$ cat src/rtl/uart_defs_pkg.sv
// Shared UART definitions: transmitter state encoding, data width and the
// default baud divider so the transmitter and receiver agree on bit timing.
package uart_defs;

    localparam int UART_DATA_W = 8;

    // 50 MHz system clock / 115200 baud
    localparam int UART_CLK_DIV = 434;

    typedef enum logic [2:0] {
        UTX_IDLE   = 3'd0,
        UTX_START  = 3'd1,
        UTX_DATA   = 3'd2,
        UTX_PARITY = 3'd3,
        UTX_STOP   = 3'd4
    } utx_state_t;

    // Even parity: the parity bit makes the total count of ones even
    function automatic logic even_parity(input logic [UART_DATA_W-1:0] d);
        return ^d;
    endfunction

endpackage

$ cat src/rtl/uart_baud_cnt.sv
// Baud-rate counter: counts 0..CLK_DIV-1 while running and flags the last
// cycle of each bit period. Clear holds the count at zero.
module uart_baud_cnt #(
    parameter int CLK_DIV = 434
) (
    input  logic clk,
    input  logic reset,
    input  logic clear,
    input  logic run,
    output logic bit_tick
);

    localparam int CW = (CLK_DIV > 2) ? $clog2(CLK_DIV) : 1;
    localparam logic [CW-1:0] LAST = CW'(CLK_DIV - 1);

    logic [CW-1:0] count;

    assign bit_tick = run && !clear && (count == LAST);

    // Count cycles within a bit, wrapping to zero on the bit boundary
    always_ff @(posedge clk) begin
        if (reset || clear) begin
            count <= '0;
        end else if (run) begin
            if (count == LAST) begin
                count <= '0;
            end else begin
                count <= count + CW'(1);
            end
        end
    end

endmodule

$ cat src/rtl/uart_tx.sv
// 8-bit UART transmitter: LSB-first frames with optional even parity and one
// or two stop bits, plus a one-byte holding buffer so the next byte can be
// accepted while the current frame is still shifting out.
module uart_tx
    import uart_defs::*;
#(
    parameter int CLK_DIV   = UART_CLK_DIV,
    parameter int PARITY_EN = 0,
    parameter int STOP_BITS = 1
) (
    input  logic                   clk,
    input  logic                   reset,
    input  logic [UART_DATA_W-1:0] tx_data,
    input  logic                   tx_valid,
    output logic                   tx_ready,
    output logic                   txd,
    output logic                   tx_busy,
    output logic                   tx_done
);

    utx_state_t             state_q, state_d;
    logic [2:0]             bit_idx_q, bit_idx_d;
    logic                   stop_idx_q, stop_idx_d;
    logic [UART_DATA_W-1:0] shift_q, shift_d;
    logic                   parity_q, parity_d;
    logic [UART_DATA_W-1:0] buf_q, buf_d;
    logic                   buf_full_q, buf_full_d;

    logic bit_tick;
    logic accept;
    logic last_stop;
    logic frame_end;
    logic is_idle;

    assign is_idle   = (state_q == UTX_IDLE);
    assign tx_ready  = !buf_full_q;
    assign accept    = tx_valid && tx_ready;
    assign last_stop = (stop_idx_q == 1'(STOP_BITS - 1));
    assign frame_end = (state_q == UTX_STOP) && last_stop && bit_tick;
    assign tx_done   = frame_end;
    assign tx_busy   = !is_idle;

    uart_baud_cnt #(
        .CLK_DIV(CLK_DIV)
    ) u_baud (
        .clk     (clk),
        .reset   (reset),
        .clear   (is_idle),
        .run     (!is_idle),
        .bit_tick(bit_tick)
    );

    // Next-state logic: frame sequencing, shift register and holding buffer
    always_comb begin
        state_d    = state_q;
        bit_idx_d  = bit_idx_q;
        stop_idx_d = stop_idx_q;
        shift_d    = shift_q;
        parity_d   = parity_q;
        buf_d      = buf_q;
        buf_full_d = buf_full_q;

        case (state_q)
            UTX_IDLE: begin
                if (accept) begin
                    shift_d  = tx_data;
                    parity_d = even_parity(tx_data);
                    state_d  = UTX_START;
                end
            end
            UTX_START: begin
                if (bit_tick) begin
                    state_d   = UTX_DATA;
                    bit_idx_d = 3'd0;
                end
            end
            UTX_DATA: begin
                if (bit_tick) begin
                    shift_d = shift_q >> 1;
                    if (bit_idx_q == 3'd7) begin
                        stop_idx_d = 1'b0;
                        state_d    = (PARITY_EN != 0) ? UTX_PARITY : UTX_STOP;
                    end else begin
                        bit_idx_d = bit_idx_q + 3'd1;
                    end
                end
            end
            UTX_PARITY: begin
                if (bit_tick) begin
                    stop_idx_d = 1'b0;
                    state_d    = UTX_STOP;
                end
            end
            UTX_STOP: begin
                if (bit_tick) begin
                    if (last_stop) begin
                        // Chain the next frame with no idle gap when a byte is waiting
                        if (buf_full_q) begin
                            shift_d    = buf_q;
                            parity_d   = even_parity(buf_q);
                            buf_full_d = 1'b0;
                            state_d    = UTX_START;
                        end else if (accept) begin
                            shift_d  = tx_data;
                            parity_d = even_parity(tx_data);
                            state_d  = UTX_START;
                        end else begin
                            state_d = UTX_IDLE;
                        end
                    end else begin
                        stop_idx_d = stop_idx_q + 1'b1;
                    end
                end
            end
            default: begin
                state_d = UTX_IDLE;
            end
        endcase

        // A byte offered mid-frame parks in the holding buffer
        if (accept && !is_idle && !frame_end) begin
            buf_d      = tx_data;
            buf_full_d = 1'b1;
        end
    end

    // State register; reset aborts any frame and drops the buffered byte
    always_ff @(posedge clk) begin
        if (reset) begin
            state_q    <= UTX_IDLE;
            bit_idx_q  <= 3'd0;
            stop_idx_q <= 1'b0;
            shift_q    <= '0;
            parity_q   <= 1'b0;
            buf_q      <= '0;
            buf_full_q <= 1'b0;
        end else begin
            state_q    <= state_d;
            bit_idx_q  <= bit_idx_d;
            stop_idx_q <= stop_idx_d;
            shift_q    <= shift_d;
            parity_q   <= parity_d;
            buf_q      <= buf_d;
            buf_full_q <= buf_full_d;
        end
    end

    // Serial line level decoded from the current state
    always_comb begin
        txd = 1'b1;
        case (state_q)
            UTX_START:  txd = 1'b0;
            UTX_DATA:   txd = shift_q[0];
            UTX_PARITY: txd = parity_q;
            default:    txd = 1'b1;
        endcase
    end

endmodule
$ cat config.mk
export PLATFORM = sky130hd
export DESIGN_NAME = uart_tx
export DESIGN_NICKNAME = d
export VERILOG_FILES = /design/src/rtl/uart_defs_pkg.sv /design/src/rtl/uart_baud_cnt.sv /design/src/rtl/uart_tx.sv
export SDC_FILE = /design/constraint.sdc
export NUM_CORES = 1
export LEC_CHECK = 0
export BUFFER_PORTS_ARGS = -buffer_cell sky130_fd_sc_hd__buf_2
export CAP_MARGIN = 20
export CORE_MARGIN = 5
export CORE_UTILIZATION = 53
export CTS_CLUSTER_DIAMETER = 50
export CTS_CLUSTER_SIZE = 30
export DETAILED_ROUTE_END_ITERATION = 7
export MAX_ROUTING_LAYER = met4
export PLACE_DENSITY = 0.75
export SLEW_MARGIN = 20
export SYNTH_ARGS = -nofsm -noshare
export SYNTH_HDL_FRONTEND = slang
export SYNTH_SLANG_ARGS = --single-unit
$ cat constraint.sdc
create_clock -name clk -period 1.7 [get_ports clk]
set_input_delay 0.34 -clock clk [delete_from_list [all_inputs] [get_ports clk]]
set_output_delay 0.34 -clock clk [all_outputs]
set_load 0.03 [all_outputs]
==> flow_summary.yaml, run 1 <==
run_status:
  status: "complete, but fails checks"
  violations: "negative setup slack"
place:
  dp_hpwl_um: 3020
  pre_cts_slack_ns: -0.00786
  routabilityCongestion: 0.839
  place_area_um2: 2140
  dp_cells: 287
  io_buffers: 14
final_layout:
  area_growth_pct: 27.1
  fin_cells: 307
  nets: 275
  final_cell_mix: "dfxtp_1 (26), buf_4 (26), nor2_1 (25), nand2_1 (16)"
  n_antenna_cell: 0
  postLayoutCellArea_um2: 2420
  drive_above_1_share_pct: 30.3
  post-route-util_pct: 71.0
floorplan:
  die_w_um: 70
  initial_utilization_pct: 55.9
  io_pins: 15
  rows: 21
  coreArea_um2: 3420
  die-area_um2: 4900
  die_y_um: 70
timing:
  finalHoldViolCount: 0
  setup-violations-final: 3
  maxSlewViolCount: 0
  worst_clock_skew_ns: 0.0128
  fin_crit_sh_pct: 103
  fmax_mhz: 571
  hold_ws_ns: 0.299
  slew_headroom_pct: 80.2
  setup_ws_ns: -0.0512
  min_period_ns: 1.75
  grt_setup_unrepaired: "yes"
  worstMarginPinSlew_ns: 0.297
pwr:
  seqPwrFrac_pct: 51.1
  power_switching_w: 0.000473
  swShare_pct: 28.8
  max-vdd-ir-drop_mv: 0.503
  p_leak_nw: 0.904
  p_per_area_nw_per_um2: 676
  clkPwrFrac_pct: 26.1
  p_int_w: 0.00117
  p_comb_share_pct: 22.8
setup_path:
  required_ns: 1.36
  start_kind: "flip-flop"
  cp_slowest_cell: "dfxtp_2"
  cp_cell_sequence: "inv_2 > ha_4 > and4b_4 > buf_6 > nand3_4 > inv_2 > buf_6"
  cpPeakStageDelay_ns: 0.33
  reg2reg_slack_ns: -0.02
  crit_type: "reg -> out"
  arrival_ns: 1.41
  path_max_fanout: 2
  critPathCaptureType: "output port"
grt:
  overflow: 0
  grt_max_degree: 25
  grt_pass1_wl_um: 7630
  grt_pass1_vias: 1651
  antenna_found_initial: 0
  track_usage_pct: 19.7
routing:
  drtPass1Iterations: 4
  wl_per_cell_um: 14.8
  wl_um: 4550
  drt_iter0_drc: 134
  ant_nets: 0
  vias: 1747
  route.detailed.drc: 0
  avgViaCountPerCell: 5.69
worst_hold_path:
  holdCritPathClass: "in -> reg"
logic_synthesis:
  synth_xor_area_share_pct: 9.64
  synth_area_per_cell_um2: 8.59
  synth_cell_types: 43
  netlist_instances: 222
  synth_top_family_by_area: "simple AND/OR/NAND/NOR gates"
  yosys-top-cells-area: "dfxtp_1 (35%), xnor2_1 (6.0%), mux2i_1 (5.2%), nor2_1 (4.9%), a21oi_1 (3.9%)"
  synth-warning-count: 0
  ys_ff_latch: 33
  synth_fa_ha_area_share_pct: 2.62
  syn_nets: 237
  synth_compound_gate_area_share_pct: 17.2
  yosysTopAreaCell: "dfxtp_1"
  yosysTopAreaCellShare_pct: 34.6
  ys_seq_area_share_pct: 34.6
  synth_mux_area_share_pct: 5.25
  syn_area_um2: 1910
  yosys.area_share.simple_pct: 26.4
clock_network:
  cts_tree: "built"
  hold_buffers: 0
  cts_buffer_depth: 2
  insertion_delay_ns: 0.34
  cts.clk_slew.worst_paths_ns: 0.09
  numCtsBuffers: 5
  cts.sinks: 33
  cts_root_buf: "clkbuf_4"
  h-tree-depth: 2
job:
  maxCapViolCount: 0
kinds of logic (layout without fill, tap and decap cells):
kind of cell / count (synthesis) / in the layout
AND/OR/NAND/NOR: 89 / 89
AO/OA/AOI/OAI: 47 / 47
flip-flops: 33 / 33
XOR/XNOR: 21 / 21
buffers and inverters: 18 / 57
multiplexers: 10 / 10
adder cells (fa/ha/maj): 4 / 4
flip-flops by register name, summed over array words and instances (netlist names):
name          flops
bit_idx_q         3
buf_full_q        1
buf_q             8
parity_q          1
shift_q           8
state_q           3
u_baud.count      9
stage by stage:
step                TNS [ns]  total power, W
detailed placement  -0.00786         0.00116
global placement           0         0.00115
CTS                  -0.0743         0.00163
finish               -0.0796         0.00164
global route          -0.661         0.00172
floorplan                  0         0.00107
synth_stat cells (all sizes together):
library cell  instances
nor2                 25
xor2                  8
a21boi                1
buf                   7
nor3b                 1
nor3                  5
dfxtp                33
o22ai                 1
nand3b                8
a21o                  8
nand2b                4
or2                   1
o21ai                11
and3                  4
and4bb                1
nand2                17
inv                   4
mux2i                10
a211oi                2
clkbuf                7
nand3                 8
nand4bb               1
or3                   1
nand4b                8
xnor2                13
and4b                 1
nor4                  1
nor4b                 1
nand4                 1
o2bb2ai               1
a311oi                7
a21oi                16
and4                  1
ha                    4
critical path, delay by kind of cell (launching register included):
family / cells / cell delay [ns]
adders and majority gates: 1 / 0.12
buffers and inverters: 4 / 0.35
DFF: 1 / 0.33
and+or+nand+nor: 2 / 0.30
layer usage:
layer,global-route usage (%),share of wire (%),vias up
li1,-,-,871
met1,27.1,47,812
met2,27.3,45,59
met3,5.16,6.2,5
met4,8.30,1.3,0
met5,-,0,-
power by group through the flow:
stage	sequential (W)	combinational (W)	clock, W
6_report	0.000838	0.000374	0.000427
5_1_grt	0.000844	0.000403	0.000470
4_1_cts	0.000839	0.000357	0.000435
3_5_place_dp	0.000855	0.000305	0
3_3_place_gp	0.000855	0.000299	0
2_1_floorplan	0.000848	0.000217	0
area by class of cell:
| cell class | instances | area [um2] |
|---|---|---|
| Clock buffer | 8 | 48.8 |
| Fill cell | 251 | 991 |
| Inverter | 4 | 20.0 |
| Multi-Input combinational cell | 171 | 1240 |
| Sequential cell | 33 | 674 |
| Tap cell | 46 | 57.6 |
| Timing Repair Buffer | 45 | 388 |
path summary, 6_finish.rpt:
kind,to,cells past startpoint,startpoint
worst max-delay path,tx_done,7,u_baud.count[1]
worst min-delay path,buf_q[4],3,tx_data[4]
worst max register to register,bit_idx_q[0],9,u_baud.count[1]
worst min register to register,bit_idx_q[2],2,bit_idx_q[2]
repair_timing:
action / in CTS / in global routing
gates resized for setup: 24 / 11
pin swaps: 4 / 9
setup buffers: 9 / 2
endpoints found under the setup margin: 5 / 18
cloned: 1 / 0
Note: power is estimated with default switching activity, not from simulation.
==> run 2, diff against run 1 <==
- SYNTH_HIERARCHICAL: unset -> 1
==> run 2 against run 1 <==
Net effect: the flow still finishes with violations (negative setup slack); core utilization up 3.1 points; register-to-register slack got worse by 0.25 ns; total power grew 18%; critical path depth rose by 2; first-iteration DRC count is 26% lower; global-route usage grew 0.87 points; largest cell class unchanged.
==> flow_summary.yaml, run 2 <==
setup_path:
  critPathCaptureType: "flip-flop"
  r2r-start: "state_q[1]"
  crit_start: "state_q[1]"
  path_max_fanout: 7
  start_kind: "flip-flop"
  required_ns: 1.90
  arrival_ns: 2.17
  crit_type: "reg -> reg"
timing:
  fmax_mhz: 508
  fin_crit_sh_pct: 116
  grt_setup_unrepaired: "yes"
  worst_clock_skew_ns: 0.00225
  min_period_ns: 1.97
  setup-violations-final: 22
  setup_ws_ns: -0.269
  slew_headroom_pct: 74.3
  worstMarginPinSlew_ns: 0.386
  finalHoldViolCount: 0
  hold_ws_ns: 0.329
  maxSlewViolCount: 0
pwr:
  p_leak_nw: 1.02
  max-vdd-ir-drop_mv: 0.534
  p_per_area_nw_per_um2: 725
routing:
  wl_per_cell_um: 16.0
  vias: 1777
  ant_nets: 0
  drt_iter0_drc: 99
  wl_um: 4930
  route.detailed.drc: 0
  dr_wl_met2_um: 2680
  dr.max_layer_used: "met4"
  wl_met3_um: 197
  drtPass1Iterations: 4
  met1Wirelength_um: 2000
  avgViaCountPerCell: 5.77
grt:
  track_usage_pct: 20.6
  overflow: 0
  grt_pass1_wl_um: 8070
  grt_max_degree: 20
  grt_pass1_vias: 1765
  antenna_found_initial: 0
worst_hold_path:
  hold_start: "tx_data[2]"
  holdCritPathClass: "in -> reg"
final_layout:
  mostFrequentLayoutCell: "buf_4"
  fin_cells: 308
  num-fill-cells: 266
  final-seq-area_um2: 669
  drive_above_1_share_pct: 43.5
  top_regs: "u_baud/count: 9 flops, buf_q: 8 flops, shift_q: 8 flops"
  n_antenna_cell: 0
  area_growth_pct: 38.4
  final_cell_mix: "buf_4 (31), dfxtp_1 (28), nor2_1 (16)"
  multi_input_area_um2: 1370
  regMostFlops: "u_baud/count"
  nets: 274
  largest_reg_flops: 9
clock_network:
  cts.sinks: 33
  cts_tree: "built"
  numCtsBuffers: 5
  cts.clk_slew.worst_paths_ns: 0.07
  cts_buffer_depth: 2
  cts_root_buf: "clkbuf_8"
  insertion_delay_ns: 0.29
  h-tree-depth: 2
logic_synthesis:
  ys_seq_area_share_pct: 34.2
  syn_area_um2: 1930
  synth_commonest_cells: "dfxtp_1 (33), a21oi_1 (18), nor2_1 (17), nand2_1 (15), xnor2_1 (12)"
  synth_edf_count: 0
  ys.flop_type: "dfxtp_1"
  synth-warning-count: 6
  ys_async_sr_fraction_pct: 0
  synth_area_per_cell_um2: 9.33
  yosysTopAreaCellShare_pct: 34.2
  yosysTopAreaCell: "dfxtp_1"
  netlist_instances: 207
  yosys-top-cells-area: "dfxtp_1 (34%), xnor2_1 (5.4%), mux2i_1 (5.2%), a21oi_1 (4.7%), a221o_1 (3.6%)"
  ys_ff_latch: 33
  syn_nets: 222
  synth_most_common_cell: "dfxtp_1"
  synth_cell_types: 48
floorplan:
  io_pins: 15
  initial_utilization_pct: 53.5
  die-area_um2: 4950
  die_w_um: 70.4
  die_y_um: 70.4
  rows: 22
  coreArea_um2: 3610
place:
  dp_hpwl_um: 3150
  io_buffers: 14
  dp_cells: 288
  routabilityCongestion: 0.785
job:
  maxCapViolCount: 0
run_status:
  status: "complete, but fails checks"
  violations: "negative setup slack"
-- run 2: cell types whose count changed after synthesis, moves of 5 or more --
cell / delta
a21o_1: -8
a221o_1: +7
a22oi_1: +7
buf_2: -6
nand3_1: -7
nand3b_1: -8
nand4b_1: -8
nor2_1: -8
or3_1: +5
xor2_1: -5
-- run 2: report_power, final --
group	total (W)	switching [W]	internal (W)
Sequential	0.000844	0.0000354	0.000809
Combinational	0.000440	0.000217	0.000223
Clock	0.000654	0.000288	0.000366
-- run 2: area by class of cell --
| class | instances | area share (%) |
|---|---|---|
| multi-input combinational | 160 | 51.1 |
| timing repair buffer | 53 | 16.7 |
| inverter | 6 | 1.03 |
| clock inverter | 1 | 0.187 |
| sequential | 33 | 25.1 |
| clock buffer | 7 | 3.61 |
| tap | 48 | 2.25 |
-- run 2: layer usage --
| metal | up-vias | GRT usage (%) |
|---|---|---|
| met2 | 41 | 36.9 |
| met5 | - | - |
| met3 | 6 | 3.74 |
| met1 | 856 | 23.1 |
| li1 | 874 | - |
| met4 | 0 | 6.17 |
-- run 2: logic make-up (layout without fill, tap and decap cells) --
kind of cell / Yosys count / in the layout / synth area share [%]
and+or+nand+nor: 66 / 67 / 21.4
AOI/OAI and AO/OA: 62 / 62 / 23.3
DFF: 33 / 33 / 34.2
xor gates and xnor gates: 17 / 17 / 8.49
buffers and inverters: 15 / 67 / 4.86
muxes: 10 / 10 / 5.18
adders and majority gates: 4 / 4 / 2.59
-- run 2: stage by stage --
step                      power [W]  setup TNS, ns  worst slack [ns]  util, %  area, um2
after floorplan             0.00109          -6.64            -0.480        -       1970
after global placement      0.00119          -2.04            -0.170     62.8       2260
after detailed placement    0.00119          -2.96            -0.258     62.8       2260
after CTS                   0.00191          -3.83            -0.245     71.0       2560
after global routing        0.00202          -6.12            -0.372     74.1       2670
final                       0.00194          -4.34            -0.269     74.1       2670
-- run 2: worst max-delay path: stages (launching register included) --
cell,delay (ns)
dfxtp_4,0.34
or3_4,0.42
inv_4,0.08
nor4_4,0.04
buf_4,0.12
and2b_4,0.27
o21ba_4,0.19
nor2_4,0.08
buf_4,0.13
a311oi_2,0.19
-- run 2: final timing paths --
check | cells after the start | endpoint | slack [ns]
max | 9 | shift_q[3] | -0.27
min | 3 | buf_q[2] | 0.33
max reg2reg | 9 | shift_q[3] | -0.27
min reg2reg | 2 | bit_idx_q[2] | 0.49
-- run 2: what timing repair did --
| item | CTS | global route |
|---|---|---|
| hold buffers | 0 | 0 |
| pin swaps | 3 | 16 |
| setup endpoints to repair | 21 | 25 |
| gates cloned | 1 | 0 |
| buffers inserted | 7 | 5 |
| gates resized for setup | 28 | 21 |
==> run 3, diff against run 2 <==
==> constraint.sdc (replaced) <==
create_clock -name clk -period 1.7 [get_ports clk]
set_input_delay 0.085 -clock clk [delete_from_list [all_inputs] [get_ports clk]]
set_output_delay 0.085 -clock clk [all_outputs]
set_load 0.03 [all_outputs]
==> run 3 against run 2 <==
Net effect: the flow still finishes with violations (negative setup slack); first-iteration DRC count fell by 49%; cell count fell by 2.9%; combinational power fell by 17%; register-to-register slack improved by 0.07 ns; flip-flop and latch count did not move; worst setup slack improved by 0.072 ns; global-route usage fell by 1.1 points; hold slack got worse by 0.25 ns; maximum frequency rose by 3.8%.
==> flow_summary.yaml, run 3 (synthesis results as in run 2) <==
final_layout:
  multi_input_area_um2: 1270
  largest_reg_flops: 9
  final-seq-area_um2: 669
  post-route-util_pct: 68.0
  final_cell_mix: "dfxtp_1 (28), buf_4 (26), nor2_1 (17), a21oi_1 (16)"
  mostFrequentLayoutCell: "dfxtp_1"
  drive_above_1_share_pct: 35.5
  regMostFlops: "u_baud/count"
  area_growth_pct: 27.1
  n_antenna_cell: 0
  top_regs: "u_baud/count: 9 flops, buf_q: 8 flops, shift_q: 8 flops"
  nets: 266
  num-fill-cells: 293
setup_path:
  path_max_fanout: 7
  cp_slowest_cell: "dfxtp_4"
  cp_cell_sequence: "or3_4 > inv_4 > nor4_4 > and2b_4 > o21ba_4 > nor2_4 > buf_4 > a311oi_1"
  critPathCaptureType: "flip-flop"
  crit_type: "reg -> reg"
  crit_start: "state_q[1]"
  required_ns: 1.85
  path_depth: 8
  rr_worst_depth: 8
  arrival_ns: 2.05
  cp_top_family: "simple AND/OR/NAND/NOR gates"
  cpPeakStageDelay_ns: 0.35
  r2r-start: "state_q[1]"
  start_kind: "flip-flop"
  cp_num_buf_inv: 2
pwr:
  power_switching_w: 0.000492
  max-vdd-ir-drop_mv: 0.624
  seqPwrFrac_pct: 46.7
  p_leak_nw: 0.942
  p_per_area_nw_per_um2: 733
  p_int_w: 0.00131
  clkPwrFrac_pct: 33.0
  swShare_pct: 27.4
  p_comb_share_pct: 20.3
timing:
  slew_headroom_pct: 67.3
  grt_setup_unrepaired: "yes"
  fin_setup_tns_ns: -2.30
  finalHoldViolCount: 0
  setup_ws_ns: -0.197
  min_period_ns: 1.90
  worstMarginPinSlew_ns: 0.490
  setup-violations-final: 16
  worst_clock_skew_ns: 0.00507
  fin_crit_sh_pct: 112
  fmax_mhz: 527
  maxSlewViolCount: 0
clock_network:
  insertion_delay_ns: 0.28
  cts_root_buf: "clkbuf_8"
  h-tree-depth: 2
  numCtsBuffers: 5
  cts.clk_slew.worst_paths_ns: 0.07
  cts_buffer_depth: 2
  cts.sinks: 33
  cts_tree: "built"
grt:
  grt_max_degree: 26
  overflow: 0
  track_usage_pct: 19.5
  antenna_found_initial: 0
  grt_pass1_vias: 1721
  grt_pass1_wl_um: 7600
floorplan:
  die_y_um: 70.4
  coreArea_um2: 3610
  initial_utilization_pct: 53.5
  die_w_um: 70.4
  io_pins: 15
  die-area_um2: 4950
  rows: 22
worst_hold_path:
  hold_start: "tx_data[3]"
  holdCritPathClass: "in -> reg"
  min_path_cells: 3
run_status:
  status: "complete, but fails checks"
  violations: "negative setup slack"
routing:
  wl_per_cell_um: 14.5
  ant_nets: 0
  drt_iter0_drc: 50
  avgViaCountPerCell: 5.81
  drtPass1Iterations: 4
  vias: 1738
  wl_um: 4330
  route.detailed.drc: 0
place:
  dp_hpwl_um: 3040
  routabilityCongestion: 0.855
  io_buffers: 14
job:
  maxCapViolCount: 0
[run 3: through the flow]
step	cells	area [um2]	worst slack [ns]	hold WS (ns)	power [W]
6_report	299	2450	-0.197	0.0822	0.00180
3_3_place_gp	286	2240	-0.198	0.366	0.00118
5_1_grt	299	2450	-0.298	0.103	0.00188
3_5_place_dp	286	2240	-0.264	0.372	0.00119
2_1_floorplan	207	1970	-0.480	0.151	0.00109
4_1_cts	299	2440	-0.179	0.0786	0.00180
[run 3: path summary, 6_finish.rpt]
path,slack (ns),to
worst min register to register,0.47,bit_idx_q[1]
worst max-delay path,-0.20,shift_q[1]
worst min-delay path,0.08,buf_q[3]
worst max register to register,-0.20,shift_q[1]
[run 3: power groups by stage]
stage	logic (W)	clock network (W)	registers, W
3_5_place_dp	0.000333	0	0.000855
2_1_floorplan	0.000245	0	0.000850
6_report	0.000365	0.000593	0.000841
5_1_grt	0.000395	0.000634	0.000846
4_1_cts	0.000357	0.000607	0.000839
3_3_place_gp	0.000330	0	0.000855
[run 3: worst register-to-register path, cell delays in order, from the launching register on]
cell      delay [ns]
dfxtp_4         0.35
or3_4           0.15
inv_4           0.04
nor4_4          0.31
and2b_4         0.25
o21ba_4         0.23
nor2_4          0.23
buf_4           0.16
a311oi_1        0.07
[run 3: metal layers]
layer | GRT usage, % | up-vias | routed length [um]
li1 | - | 856 | -
met4 | 6.38 | 0 | 78
met2 | 34.3 | 39 | 2230
met3 | 4.60 | 10 | 180
met5 | - | - | 0
met1 | 21.6 | 833 | 1840
[run 3: layout make-up]
type                       instances  share of cell area [%]
clock buffer                       7                    3.52
timing repair buffer              45                    13.7
tap                               48                    2.45
multi-input combinational        160                    51.9
sequential                        33                    27.3
inverter                           6                    1.12
[run 3: timing repair]
| action | in CTS | in global routing |
|---|---|---|
| hold buffers | 0 | 0 |
| pin swaps | 4 | 2 |
| cloned | 1 | 0 |
| buffers inserted | 6 | 8 |
| setup endpoints to repair | 19 | 24 |
| resized for setup | 14 | 5 |
